===== src/rtl/rom_arbiter.sv =====
// rom_arbiter: round-robin sharing of one synchronous ROM among NUM_REQ requesters (define ROM_ARB_FIXED_PRIO_EN for fixed priority)
module rom_arbiter #(
  parameter int NUM_REQ     = 4,
  parameter int ADDR_W      = 5,
  parameter int DATA_W      = 4,
  parameter int ROM_LATENCY = 1
) (
  input  logic                      CLOCK_50,
  input  logic                      reset,
  input  logic [NUM_REQ-1:0]        req,
  input  logic [NUM_REQ*ADDR_W-1:0] req_addr,
  output logic [NUM_REQ-1:0]        gnt,
  output logic [NUM_REQ-1:0]        rsp_valid,
  output logic [DATA_W-1:0]         rsp_data,
  output logic                      busy,
  output logic                      rom_read,
  output logic [ADDR_W-1:0]         rom_addr,
  input  logic [DATA_W-1:0]         rom_data
);
  localparam int IDX_W = $clog2(NUM_REQ);
  localparam int CNT_W = $clog2(ROM_LATENCY + 1);
  typedef enum logic [1:0] {IDLE, ISSUE, WAIT} state_t;
  state_t state_q, state_d;
  logic [NUM_REQ-1:0] gnt_q, gnt_d, rsp_valid_q, rsp_valid_d;
  logic [DATA_W-1:0] rsp_data_q, rsp_data_d;
  logic busy_q, busy_d, rom_read_q, rom_read_d;
  logic [ADDR_W-1:0] rom_addr_q, rom_addr_d;
  logic [IDX_W-1:0] ptr_q, ptr_d, win_q, win_d, win;
  logic [CNT_W-1:0] cnt_q, cnt_d;
  // winner: first active request after the pointer, scanned in reverse so the nearest index assigns last
  always_comb begin
    win = '0;
    for (int k = NUM_REQ; k >= 1; k--)
      if (req[IDX_W'((int'(ptr_q) + k) % NUM_REQ)]) win = IDX_W'((int'(ptr_q) + k) % NUM_REQ);
  end
  // next-state and registered-output logic for the IDLE/ISSUE/WAIT sequencer
  always_comb begin
    state_d     = state_q;
    gnt_d       = '0;
    rsp_valid_d = '0;
    rsp_data_d  = rsp_data_q;
    rom_read_d  = 1'b0;
    rom_addr_d  = rom_addr_q;
    ptr_d       = ptr_q;
    win_d       = win_q;
    cnt_d       = cnt_q;
    case (state_q)
      IDLE: if (|req) begin
        gnt_d[win] = 1'b1;
        rom_addr_d = req_addr[win*ADDR_W +: ADDR_W];
        rom_read_d = 1'b1;
        win_d      = win;
        state_d    = ISSUE;
      end
      ISSUE: begin
        cnt_d   = CNT_W'(ROM_LATENCY);
        state_d = WAIT;
      end
      WAIT: begin
        cnt_d = cnt_q - CNT_W'(1);
        if (cnt_q == CNT_W'(1)) begin
          rsp_data_d          = rom_data;
          rsp_valid_d[win_q]  = 1'b1;
`ifdef ROM_ARB_FIXED_PRIO_EN
          ptr_d               = ptr_q;
`else
          ptr_d               = win_q;
`endif
          state_d             = IDLE;
        end
      end
      default: state_d = IDLE;
    endcase
    busy_d = state_d != IDLE;
  end
  // state and output registers; reset parks the pointer on the last requester so index 0 wins first
  always_ff @(posedge CLOCK_50) begin
    if (reset) begin
      state_q     <= IDLE;
      gnt_q       <= '0;
      rsp_valid_q <= '0;
      rsp_data_q  <= '0;
      busy_q      <= 1'b0;
      rom_read_q  <= 1'b0;
      rom_addr_q  <= '0;
      ptr_q       <= IDX_W'(NUM_REQ - 1);
      win_q       <= '0;
      cnt_q       <= '0;
    end else begin
      state_q     <= state_d;
      gnt_q       <= gnt_d;
      rsp_valid_q <= rsp_valid_d;
      rsp_data_q  <= rsp_data_d;
      busy_q      <= busy_d;
      rom_read_q  <= rom_read_d;
      rom_addr_q  <= rom_addr_d;
      ptr_q       <= ptr_d;
      win_q       <= win_d;
      cnt_q       <= cnt_d;
    end
  end
  assign gnt       = gnt_q;
  assign rsp_valid = rsp_valid_q;
  assign rsp_data  = rsp_data_q;
  assign busy      = busy_q;
  assign rom_read  = rom_read_q;
  assign rom_addr  = rom_addr_q;
endmodule


===== config.mk =====
export PLATFORM = sky130hd
export DESIGN_NAME = rom_arbiter
export DESIGN_NICKNAME = d
export VERILOG_FILES = /design/src/rtl/rom_arbiter.sv
export SDC_FILE = /design/constraint.sdc
export NUM_CORES = 1
export LEC_CHECK = 0
export BUFFER_PORTS_ARGS = -buffer_cell sky130_fd_sc_hd__clkbuf_2
export CAP_MARGIN = 20
export CELL_PAD_IN_SITES_DETAIL_PLACEMENT = 0
export CELL_PAD_IN_SITES_GLOBAL_PLACEMENT = 1
export CORE_MARGIN = 2
export CORE_UTILIZATION = 37
export DETAILED_ROUTE_END_ITERATION = 8
export HOLD_SLACK_MARGIN = 0.05
export PLACE_DENSITY = 0.88
export SYNTH_ARGS = -nofsm -noshare
export SYNTH_HDL_FRONTEND = slang
export SYNTH_SLANG_ARGS = --single-unit

===== constraint.sdc =====
create_clock -name CLOCK_50 -period 4.1 [get_ports CLOCK_50]
set_input_delay 0.82 -clock CLOCK_50 [delete_from_list [all_inputs] [get_ports CLOCK_50]]
set_output_delay 0.82 -clock CLOCK_50 [all_outputs]
set_load 0.03 [all_outputs]

* Word level (Yosys, flattened, before mapping)
Index checks and enable logic that the tools add are counted.
Word-level totals: output and inout bits 19, memories kept 0, flip-flop bits (word level) 26, ROM bits 0, bits in latches 0, logic and storage cells 67, RAM bits 0, input bits 30
Operators by class: mux-type cells 25, divide/modulo/power cells 0, bitwise operators 4, $mul 1, shift operators 1, reductions and logical operators 11, equality and inequality tests 2, add/subtract/negate cells 5, magnitude comparators 8
Operator list (count):
- $shiftx 20x6->5 | 1
- $lt 2x4->1 const B | 4
- $mux 2 | 6
- $mux 1 | 11
- $bmux 1 s2 | 4
- $lt 2x3->1 const B | 2
- $pmux 2 s3 | 1
- $reduce_or 3->1 | 2
- $mul 2x3->5 const B | 1
- $add 2x1->2 const B | 2
- $add 2x2->2 const B | 2
- $demux 1 s2 | 2
- $ge 2x1->1 const B | 2
- $not 1->1 | 4
- $reduce_and 2->1 | 2
- $reduce_bool 2->1 | 2
- $reduce_or 4->1 | 1
- $eq 2x1->1 const B | 1
- $eq 2x2->1 const B | 1
- $logic_and 1x1->1 | 2
- $logic_not 2->1 | 1
- $pmux 1 s2 | 1
- $reduce_or 2->1 | 1
- $sub 1x1->1 const B | 1

* Logic depth before layout (Yosys ltp)
Gate-level depths: netlist (run 1).
word-level depth 12, gate-level depth with buffers 8, depth with buffers taken out 7

* Worst setup path after synthesis (run 1)
OpenSTA, ideal clock, no wires.
kind input port to flip-flop, from input req[0], to register rom_addr_q[0], in the netlist rom_addr[0], setup time 0.133 ns, path buffers 1, arrival 1.978 ns, setup slack 1.989 ns, required time 3.967 ns, stages on the path 6, path through o211ai_1 > o21ai_1 > or4b_1 > clkbuf_2 > a211oi_1 > a211oi_1
On the way: word-level cells in the longest chain between the ends 9, elaborated cells on any way between the ends 20, classes of those cells mul: 1; shift: 1; mux: 16; reduce/logical: 2
RTL lines:
- start: declaration | line 10 | input logic [NUM_REQ-1:0] req,
- $bmux 1 s2 | line 34 | if (req[IDX_W'((int'(ptr_q) + k) % NUM_REQ)]) win = IDX_W'((int'(ptr_q) + k) % NUM_REQ);
- $mux 1 (not written as such) (2 in series) | line 34
- $mux 2 (4 in series) | line 34
- $mul 2x3->5 | line 50 | rom_addr_d = req_addr[win*ADDR_W +: ADDR_W];
- $shiftx 20x6->5 | line 50
- end signal: assignment | line 96 | rom_addr_q <= rom_addr_d;
- end: declaration | line 27 | logic [ADDR_W-1:0] rom_addr_q, rom_addr_d;
Several ways; a longest one is shown, not always the timed one. The select of a mux whose other input is x is not followed. A chain may end at the register's enable or synchronous reset.

* Worst setup path in the final report (run 1)
from input req[2], to register rom_addr_q[4], in the netlist rom_addr[4]
The elaborated chain is that of the path after synthesis.

==> results.rst, run 1 <==
.. list-table::
   :header-rows: 1

   * - Metric
     - Value
   * - CP Cell Sequence
     - clkbuf_2 > nor2b_1 > o22ai_1 > a21o_1 > a211oi_1 > a211oi_1
   * - Final weighted congestion in routability-driven placement
     - 0.764
   * - Floorplan core area
     - roughly 3100 sq um
   * - Post-detailed-route DRC marker count
     - 0
   * - Top cell by count, worst path
     - a211oi_1
   * - Area growth from synthesis to final layout
     - 20.9%
   * - Global routing met2 resource utilization
     - 0.229
   * - Launching instance or port of the critical path
     - req[2]
   * - Number of cells on the worst reg-to-reg path
     - 5
   * - Worst setup endpoint
     - rom_addr[4]$_SDFFE_PP0N_
   * - Avg Cell Area, Syn
     - 9.24 sq um
   * - Cell area after placement
     - 1450 sq um
   * - Busiest layer in global routing
     - met2
   * - Met1 layer usage reported by global route
     - 0.193
   * - Critical path class
     - input port to register
   * - Design Power
     - between 0.7 and 0.8 mW
   * - Worst hold slack
     - 469 ps
   * - Most used flip-flop cell after synthesis
     - dfxtp_1
   * - Number of top-level pins
     - 49
   * - Number of non-filler instances in the completed layout
     - ~220
   * - Total Negative Setup Slacks
     - 0 ps
   * - Power per cell area
     - between 500 and 600 nW/um^2
   * - HPWL after detailed placement
     - 2.02 mm
   * - Sinks on Clock Net
     - 26
   * - Reg2Reg Launch Point
     - ptr_q[1]$_SDFFE_PP1P_
   * - Number of antenna cells inserted
     - 0
   * - Sum of buffers and inverters on the critical path
     - 1
   * - First-pass detailed-route iteration total
     - 4
   * - Number of buffers between clock root and the deepest sink
     - 2
   * - Hold Violations, Final
     - 0
   * - H-tree Lvls
     - 1
   * - Worst relative slew slack
     - 0.640
   * - Leakage power of the design
     - 0.683 nW
   * - Critical path data required time
     - 4330 ps
   * - Cell total after placement
     - 216
   * - Number of global-route vias before repair
     - 928
   * - Final setup margin
     - approximately 2000 ps
   * - Clock latency on the worst-skew pair
     - 310 ps
   * - Total grt overflow
     - 0
   * - Number of fill cells
     - 328
   * - CTS Root Buffer Type
     - clkbuf_4
   * - Worst path top cell family by delay
     - compound AO/OA/AOI/OAI gates
   * - Syn Nets
     - 166
   * - GRT Overall Usage
     - 0.144
   * - Stages on the worst setup path
     - 6
   * - Total number of vias
     - 1069
   * - Number of distinct library cell variants in the gate-level netlist after synthesis
     - 34
   * - Proportion of synthesized flip-flops having asynchronous set or reset
     - 0
   * - Nets
     - 211
   * - Util after Layout
     - 0.475
   * - Total routed wirelength
     - 2.53 mm
   * - Max Clk Rate
     - 473 MHz
   * - Average wire per cell in the routed design
     - 11.5 um
   * - Data arrival time of the worst path
     - 2350 ps
   * - Final cycle utilization of the critical path
     - 0.515
   * - Post-synthesis register bit count
     - 26
   * - Count of maximum capacitance violations
     - 0
   * - Slew at the pin closest to its max-slew limit
     - 540 ps
   * - Skew final
     - 7.33 ps
   * - Type of origin of the critical path
     - input port
   * - Post-cts hold buffer count
     - 0
   * - Placement-stage worst setup slack
     - 1650 ps
   * - Number of buffers created by CTS
     - 3
   * - Number of DRC markers after the initial detailed-route iteration
     - 12
   * - Yosys warning count
     - 0
   * - First-pass GRT wire length
     - ~4 mm
   * - Final-report max-slew violation count
     - 0
   * - Effective utilization at floorplan
     - 0.393
   * - Area enclosed by the die boundary
     - 3770 sq um
   * - Final antenna-violating net count
     - 0
   * - Detail-routed via count per cell
     - 4.88
   * - Die width
     - 61.4 um
   * - Setup repair after global routing missed its margin
     - false
   * - Outcome
     - complete, no violations
   * - Share of post-route cells with drive strength above 1
     - 0.320
   * - Clock transition time at the flip-flop clock pins of the worst setup and hold paths
     - between 100 and 150 ps
   * - Global-route met3 utilization
     - 0.0189
   * - Peak ir drop on the vdd network
     - 0.000150 V
   * - Max incr delay on CP
     - 530 ps
   * - Number of flops mapped to enable cells by yosys
     - 0
   * - Final min period
     - 2110 ps
   * - Quantity of I/O buffers inserted on ports
     - 48
   * - Instance count of the mapped netlist
     - approximately 130
   * - Internal reg-to-reg setup slack
     - 2170 ps
   * - Initial antenna violation count
     - 0
   * - TritonCTS clock tree
     - done
   * - Area of all placed cells without fillers
     - 1480 sq um
   * - Critical Path Slowest Stage Cell
     - a21o_1
   * - Critical path fanouts, max
     - 15
   * - Sequential share of the synthesized area
     - 0.427
   * - Path category of the worst min-delay check
     - register to register
   * - Post-cts repair resize count
     - 0
   * - Cell area after technology mapping
     - 1220 sq um
   * - Height of the die
     - 61.4 um
   * - Setup fix buffers added after clock tree synthesis
     - 0
   * - Final setup violation count
     - 0
   * - Destination of the worst register-to-register timing path
     - rom_addr[4]$_SDFFE_PP0N_
   * - Type of element capturing the critical path
     - register
   * - Pin count of the biggest net entering global routing
     - 23
   * - Std cell rows
     - 20
==> cells by family (layout without fill, tap and decap cells) <==
kind of cell	count (synthesis)	in the layout	synth area share
AOI/OAI and AO/OA	38	38	0.222
adders and majority gates	4	4	0.0410
muxes	6	6	0.0492
DFF	26	26	0.427
buffers and inverters	18	61	0.0820
and+or+nand+nor	40	40	0.179
==> metal layers <==
layer	part of all wire	vias up
met1	0.46	477
met5	0	-
met4	0.019	0
met3	0.039	4
li1	-	565
met2	0.48	23
==> where the power goes <==
group | switching [mW] | internal, mW | total (mW)
sequential | 0.0411 | 0.306 | 0.347
clock | 0.0669 | 0.0343 | 0.101
combinational | 0.191 | 0.101 | 0.292
==> layout by cell type (no fill, tap or decap), types with 3 or more instances in the layout <==
cell type  instances
mux2i_1            6
nor2b_1            3
nor4_1             4
nand3_1            5
a211oi_1          16
clkbuf_4           3
nand2_1            7
clkbuf_2          48
o21bai_1           5
nor2_1             8
a21oi_1            7
dfxtp_1           26
ha_1               4
inv_1              9
==> cell type report <==
| class | instances | area, sq um | area share |
|---|---|---|---|
| Multi-Input combinational cell | 88 | 599 | 0.406 |
| Sequential cell | 26 | 520 | 0.353 |
| Timing Repair Buffer | 48 | 240 | 0.163 |
| Tap cell | 44 | 55.1 | 0.0373 |
| Inverter | 10 | 37.5 | 0.0254 |
| Clock buffer | 3 | 22.5 | 0.0153 |
==> sequential cells by signal, summed over array words and instances (netlist names), 2 cells and up <==
name and count:
rom_addr 5, gnt 4, rsp_data 4, rsp_valid 4
ptr_q 2, state_q 2, win_q 2
==> cell usage after synthesis, types with 2 or more instances <==
| cell | instances | area [sq um] |
|---|---|---|
| dfxtp_1 | 26 | 521 |
| inv_1 | 9 | 33.8 |
| a211o_1 | 2 | 17.5 |
| a211oi_1 | 16 | 120 |
| and3_1 | 2 | 12.5 |
| nand3_1 | 5 | 25.0 |
| nor4_1 | 4 | 25.0 |
| and3_2 | 2 | 15.0 |
| ha_1 | 4 | 50.1 |
| o21ai_0 | 2 | 10.0 |
| nor4b_1 | 2 | 17.5 |
| buf_6 | 2 | 22.5 |
| nor3_1 | 2 | 10.0 |
| mux2i_1 | 6 | 60.1 |
| clkbuf_1 | 4 | 15.0 |
| a21oi_1 | 7 | 35.0 |
| o21bai_1 | 5 | 37.5 |
| nor2b_1 | 3 | 18.8 |
| nor2_1 | 8 | 30.0 |
| nand2_1 | 7 | 26.3 |
==> how the worst min path moves through the flow <==
| stage | startpoint | to | slack, ps | cells past startpoint |
|---|---|---|---|---|
| 6_report | rsp_data[0]$_SDFFE_PP0P_ | rsp_data[0]$_SDFFE_PP0P_ | 470 | 2 |
| 3_3_place_gp | rsp_data[0]$_SDFFE_PP0P_ | rsp_data[0]$_SDFFE_PP0P_ | 440 | 2 |
| 4_1_cts | rsp_data[0]$_SDFFE_PP0P_ | rsp_data[0]$_SDFFE_PP0P_ | 470 | 2 |
| 5_1_grt | rsp_data[3]$_SDFFE_PP0P_ | rsp_data[3]$_SDFFE_PP0P_ | 490 | 2 |
| 3_5_place_dp | rsp_data[0]$_SDFFE_PP0P_ | rsp_data[0]$_SDFFE_PP0P_ | 450 | 2 |
| 2_1_floorplan | win_q[1]$_SDFFE_PP0N_ | rsp_valid[1]$_SDFF_PP0_ | 470 | 1 |
==> worst register-to-register path: stages, from the launching register on <==
cell,delay (ps)
dfxtp_1,500
nor2b_1,80
o22ai_1,330
a21o_1,530
a211oi_1,170
a211oi_1,240
No activity file was read; power rests on OpenSTA's default activity.
==> inputs of run 2 (changes only) <==
CORE_UTILIZATION = 34   (was 37)
PLACE_DENSITY = 0.82   (was 0.88)
clock period = 2 ns   (was 4.1 ns; I/O delays follow)
==> run 2 against run 1 <==
- register-to-register slack got worse by 1900 ps
- count of clock-buffer cells in the layout increased by 1
- routed wire length increased by 5.8%
- cell count increased by 3.7%
- clock skew decreased by 4.2 ps
- core utilization decreased by 2.4 points
- via count increased by 8.0%
- critical path depth decreased by 1
- highest routed layer unchanged
==> results.rst, run 2 (synthesis gave the netlist of run 1 again) <==
.. list-table::
   :header-rows: 1

   * - Metric
     - Value
   * - Total routed wire length on the met1 layer
     - 1.19 mm (+2.5%)
   * - Number of global-route vias before repair
     - 1044 (+13%)
   * - Number of buffers created by CTS
     - 3 (unchanged)
   * - Initial antenna violation count
     - 0 (unchanged)
   * - Final weighted congestion in routability-driven placement
     - 0.715 (-6.4%)
   * - Final antenna-violating net count
     - 0 (unchanged)
   * - Worst relative slew slack
     - 0.720 (+0.0797)
   * - Final-report max-slew violation count
     - 0 (unchanged)
   * - Area growth from synthesis to final layout
     - 25.3%
   * - Number of antenna cells inserted
     - 0 (unchanged)
   * - Detailed-routed wire length on met2
     - 1.35 mm (+12%)
   * - Slew at the pin closest to its max-slew limit
     - 421 ps (-120 ps)
   * - Post-detailed-route DRC marker count
     - 0 (unchanged)
   * - Path category of the worst min-delay check
     - input port to register
   * - Type of origin of the critical path
     - register
   * - Number of DRC markers after the initial detailed-route iteration
     - 9 (-3)
   * - Power dissipated by switching net loads
     - 0.625 mW (+110%)
   * - Switching portion of total power
     - 0.393 (-0.0109)
   * - Post-cts hold buffer count
     - 0 (unchanged)
   * - Final setup violation count
     - 0 (unchanged)
   * - Effective utilization at floorplan
     - 0.360 (-0.0332)
   * - Critical path data required time
     - 2190 ps (-2140 ps)
   * - Sinks on Clock Net
     - 26 (unchanged)
   * - Final cycle utilization of the critical path
     - 0.888
   * - Type of element capturing the critical path
     - register
   * - CP Cell Sequence
     - o211ai_1 > o21ai_1 > or4b_1 > a211oi_1 > a211oi_1
   * - Outcome
     - complete, no violations
   * - Max incr delay on CP
     - 660 ps (+130 ps)
   * - Post-cts repair resize count
     - 0 (unchanged)
   * - Critical Path Slowest Stage Cell
     - or4b_1
   * - Leakage power of the design
     - 0.716 nW (+4.8%)
   * - Count of maximum capacitance violations
     - 0 (unchanged)
   * - Total grt overflow
     - 0 (unchanged)
   * - Nets
     - 216 (+2.4%)
   * - Area enclosed by the die boundary
     - 4080 sq um (+8.2%)
   * - Leading cell type in the layout, fill and taps excluded
     - clkbuf_2
   * - Launching instance or port of the critical path
     - ptr_q[1]$_SDFFE_PP1P_
   * - Highest routed metal layer
     - met4
   * - Worst hold slack
     - 312 ps (-157 ps)
   * - Critical path fanouts, max
     - 7 (-8)
   * - Max Clk Rate
     - approximately 560 MHz
   * - HPWL after detailed placement
     - 2.16 mm (+6.4%)
   * - Pin count of the biggest net entering global routing
     - 23 (unchanged)
   * - Part of the power in combinational logic
     - 0.395 (about the same)
   * - Sum of buffers and inverters on the critical path
     - 0 (-1)
   * - Top cell by count, worst path
     - a211oi_1
   * - Worst path top cell family by delay
     - simple AND/OR/NAND/NOR gates
   * - Met3 Wirelength
     - 84 um (-15%)
   * - Setup fix buffers added after clock tree synthesis
     - 0 (unchanged)
   * - GRT Overall Usage
     - 0.135 (-0.00908)
   * - Total number of vias
     - 1155 (+8.0%)
   * - Number of buffers between clock root and the deepest sink
     - 2 (unchanged)
   * - Peak ir drop on the vdd network
     - 0.000266 V (+77%)
   * - Floorplan core area
     - 3390 sq um (+9.2%)
   * - Quantity of I/O buffers inserted on ports
     - 48 (unchanged)
   * - Final min period
     - 1780 ps
   * - Height of the die
     - 63.9 um (+4.0%)
   * - Util after Layout
     - 0.451 (-0.0243)
   * - H-tree Lvls
     - 1 (unchanged)
   * - Clock latency on the worst-skew pair
     - 310 ps (about the same)
   * - CTS Root Buffer Type
     - clkbuf_4
   * - Die width
     - 63.9 um (+4.0%)
   * - Hold Violations, Final
     - 0 (unchanged)
   * - Clock transition time at the flip-flop clock pins of the worst setup and hold paths
     - 130 ps (about the same)
   * - Hold path startpoint
     - rom_data[0]
   * - Proportion of power drawn by flip-flops and latches
     - 0.446 (-0.023)
   * - TritonCTS clock tree
     - done
   * - Skew final
     - 3.09 ps (-4.24 ps)
   * - First-pass GRT wire length
     - 4.43 mm (+11%)
   * - Internal Dissipation
     - 0.967 mW (+120%)
   * - Top library cells by usage in the layout, fill and taps aside
     - 48 x clkbuf_2, 26 x dfxtp_1, 16 x a211oi_1, 9 x inv_1, 8 x nor2_1
   * - First-pass detailed-route iteration total
     - 5 (+1)
   * - Flip-flop count of the largest register after layout
     - 5 (unchanged)
   * - Detail-routed via count per cell
     - 5.09 (+4.2%)
   * - Share of post-route cells with drive strength above 1
     - 0.343 (+0.0225)
   * - Critical path class
     - register to register
   * - Reg2Reg Launch Point
     - ptr_q[1]$_SDFFE_PP1P_
   * - Part of the total power dissipated in the clock network
     - 0.159 (+0.022)
   * - Average wire per cell in the routed design
     - 11.8 um (+2.1%)
   * - Power per cell area
     - 1040 nW/um^2 (+110%)
   * - Data arrival time of the worst path
     - 1970 ps (-380 ps)
   * - Setup repair after global routing missed its margin
     - false
   * - Std cell rows
     - 21 (+5.0%)
   * - Design Power
     - 1.59 mW (+120%)
   * - Total routed wirelength
     - 2.67 mm (+5.8%)
   * - Number of top-level pins
     - 49 (unchanged)
   * - Total Negative Setup Slacks
     - 0 ps (unchanged)
[run 2: cell count changes in the layout (fill, tap and decap cells not counted)]
cell,previous run,this run
buf_4,0,5
clkbuf_8,0,1
[run 2: final timing paths]
kind	endpoint	slack, ps	cells past startpoint
hold reg to reg	rsp_data[0]$_SDFFE_PP0P_	460	2
hold / removal	rsp_data[0]$_SDFFE_PP0P_	310	3
setup / recovery	rom_addr[1]$_SDFFE_PP0N_	220	5
setup reg to reg	rom_addr[1]$_SDFFE_PP0N_	220	5
[run 2: cell type report]
cell class,count,area [sq um]
Fill cell,358,1860
Timing Repair Buffer,53,278
Tap cell,46,57.6
Inverter,10,37.5
Sequential cell,26,520
Clock buffer,4,36.3
Multi-Input combinational cell,88,599
[run 2: metal layers]
metal / vias to the layer above / global-route usage
met5: - / 0
met4: 0 / 0.0652
met3: 2 / 0.00704
met2: 21 / 0.233
met1: 556 / 0.172
li1: 576 / -
[run 2: per-stage QoR]
step / setup WS (ps) / std cells / instance area (sq um)
finish: 225 / 227 / 1530
global route: 70.4 / 227 / 1530
CTS: 186 / 227 / 1530
detailed placement: 17.6 / 223 / 1490
global placement: 109 / 223 / 1490
floorplan: 309 / 132 / 1220
[run 2: worst reg2reg max path: stages, from the launching register on]
cell      delay, ps
dfxtp_1         410
o211ai_1        110
o21ai_1         110
or4b_1          660
a211oi_1        280
a211oi_1         80
[run 2: power by group through the flow]
stage,sequential (mW),combinational [mW],clock (mW)
2_1_floorplan,0.826,0.342,0
3_3_place_gp,0.717,0.614,0
3_5_place_dp,0.724,0.634,0
4_1_cts,0.713,0.637,0.258
5_1_grt,0.727,0.694,0.280
6_report,0.711,0.629,0.253
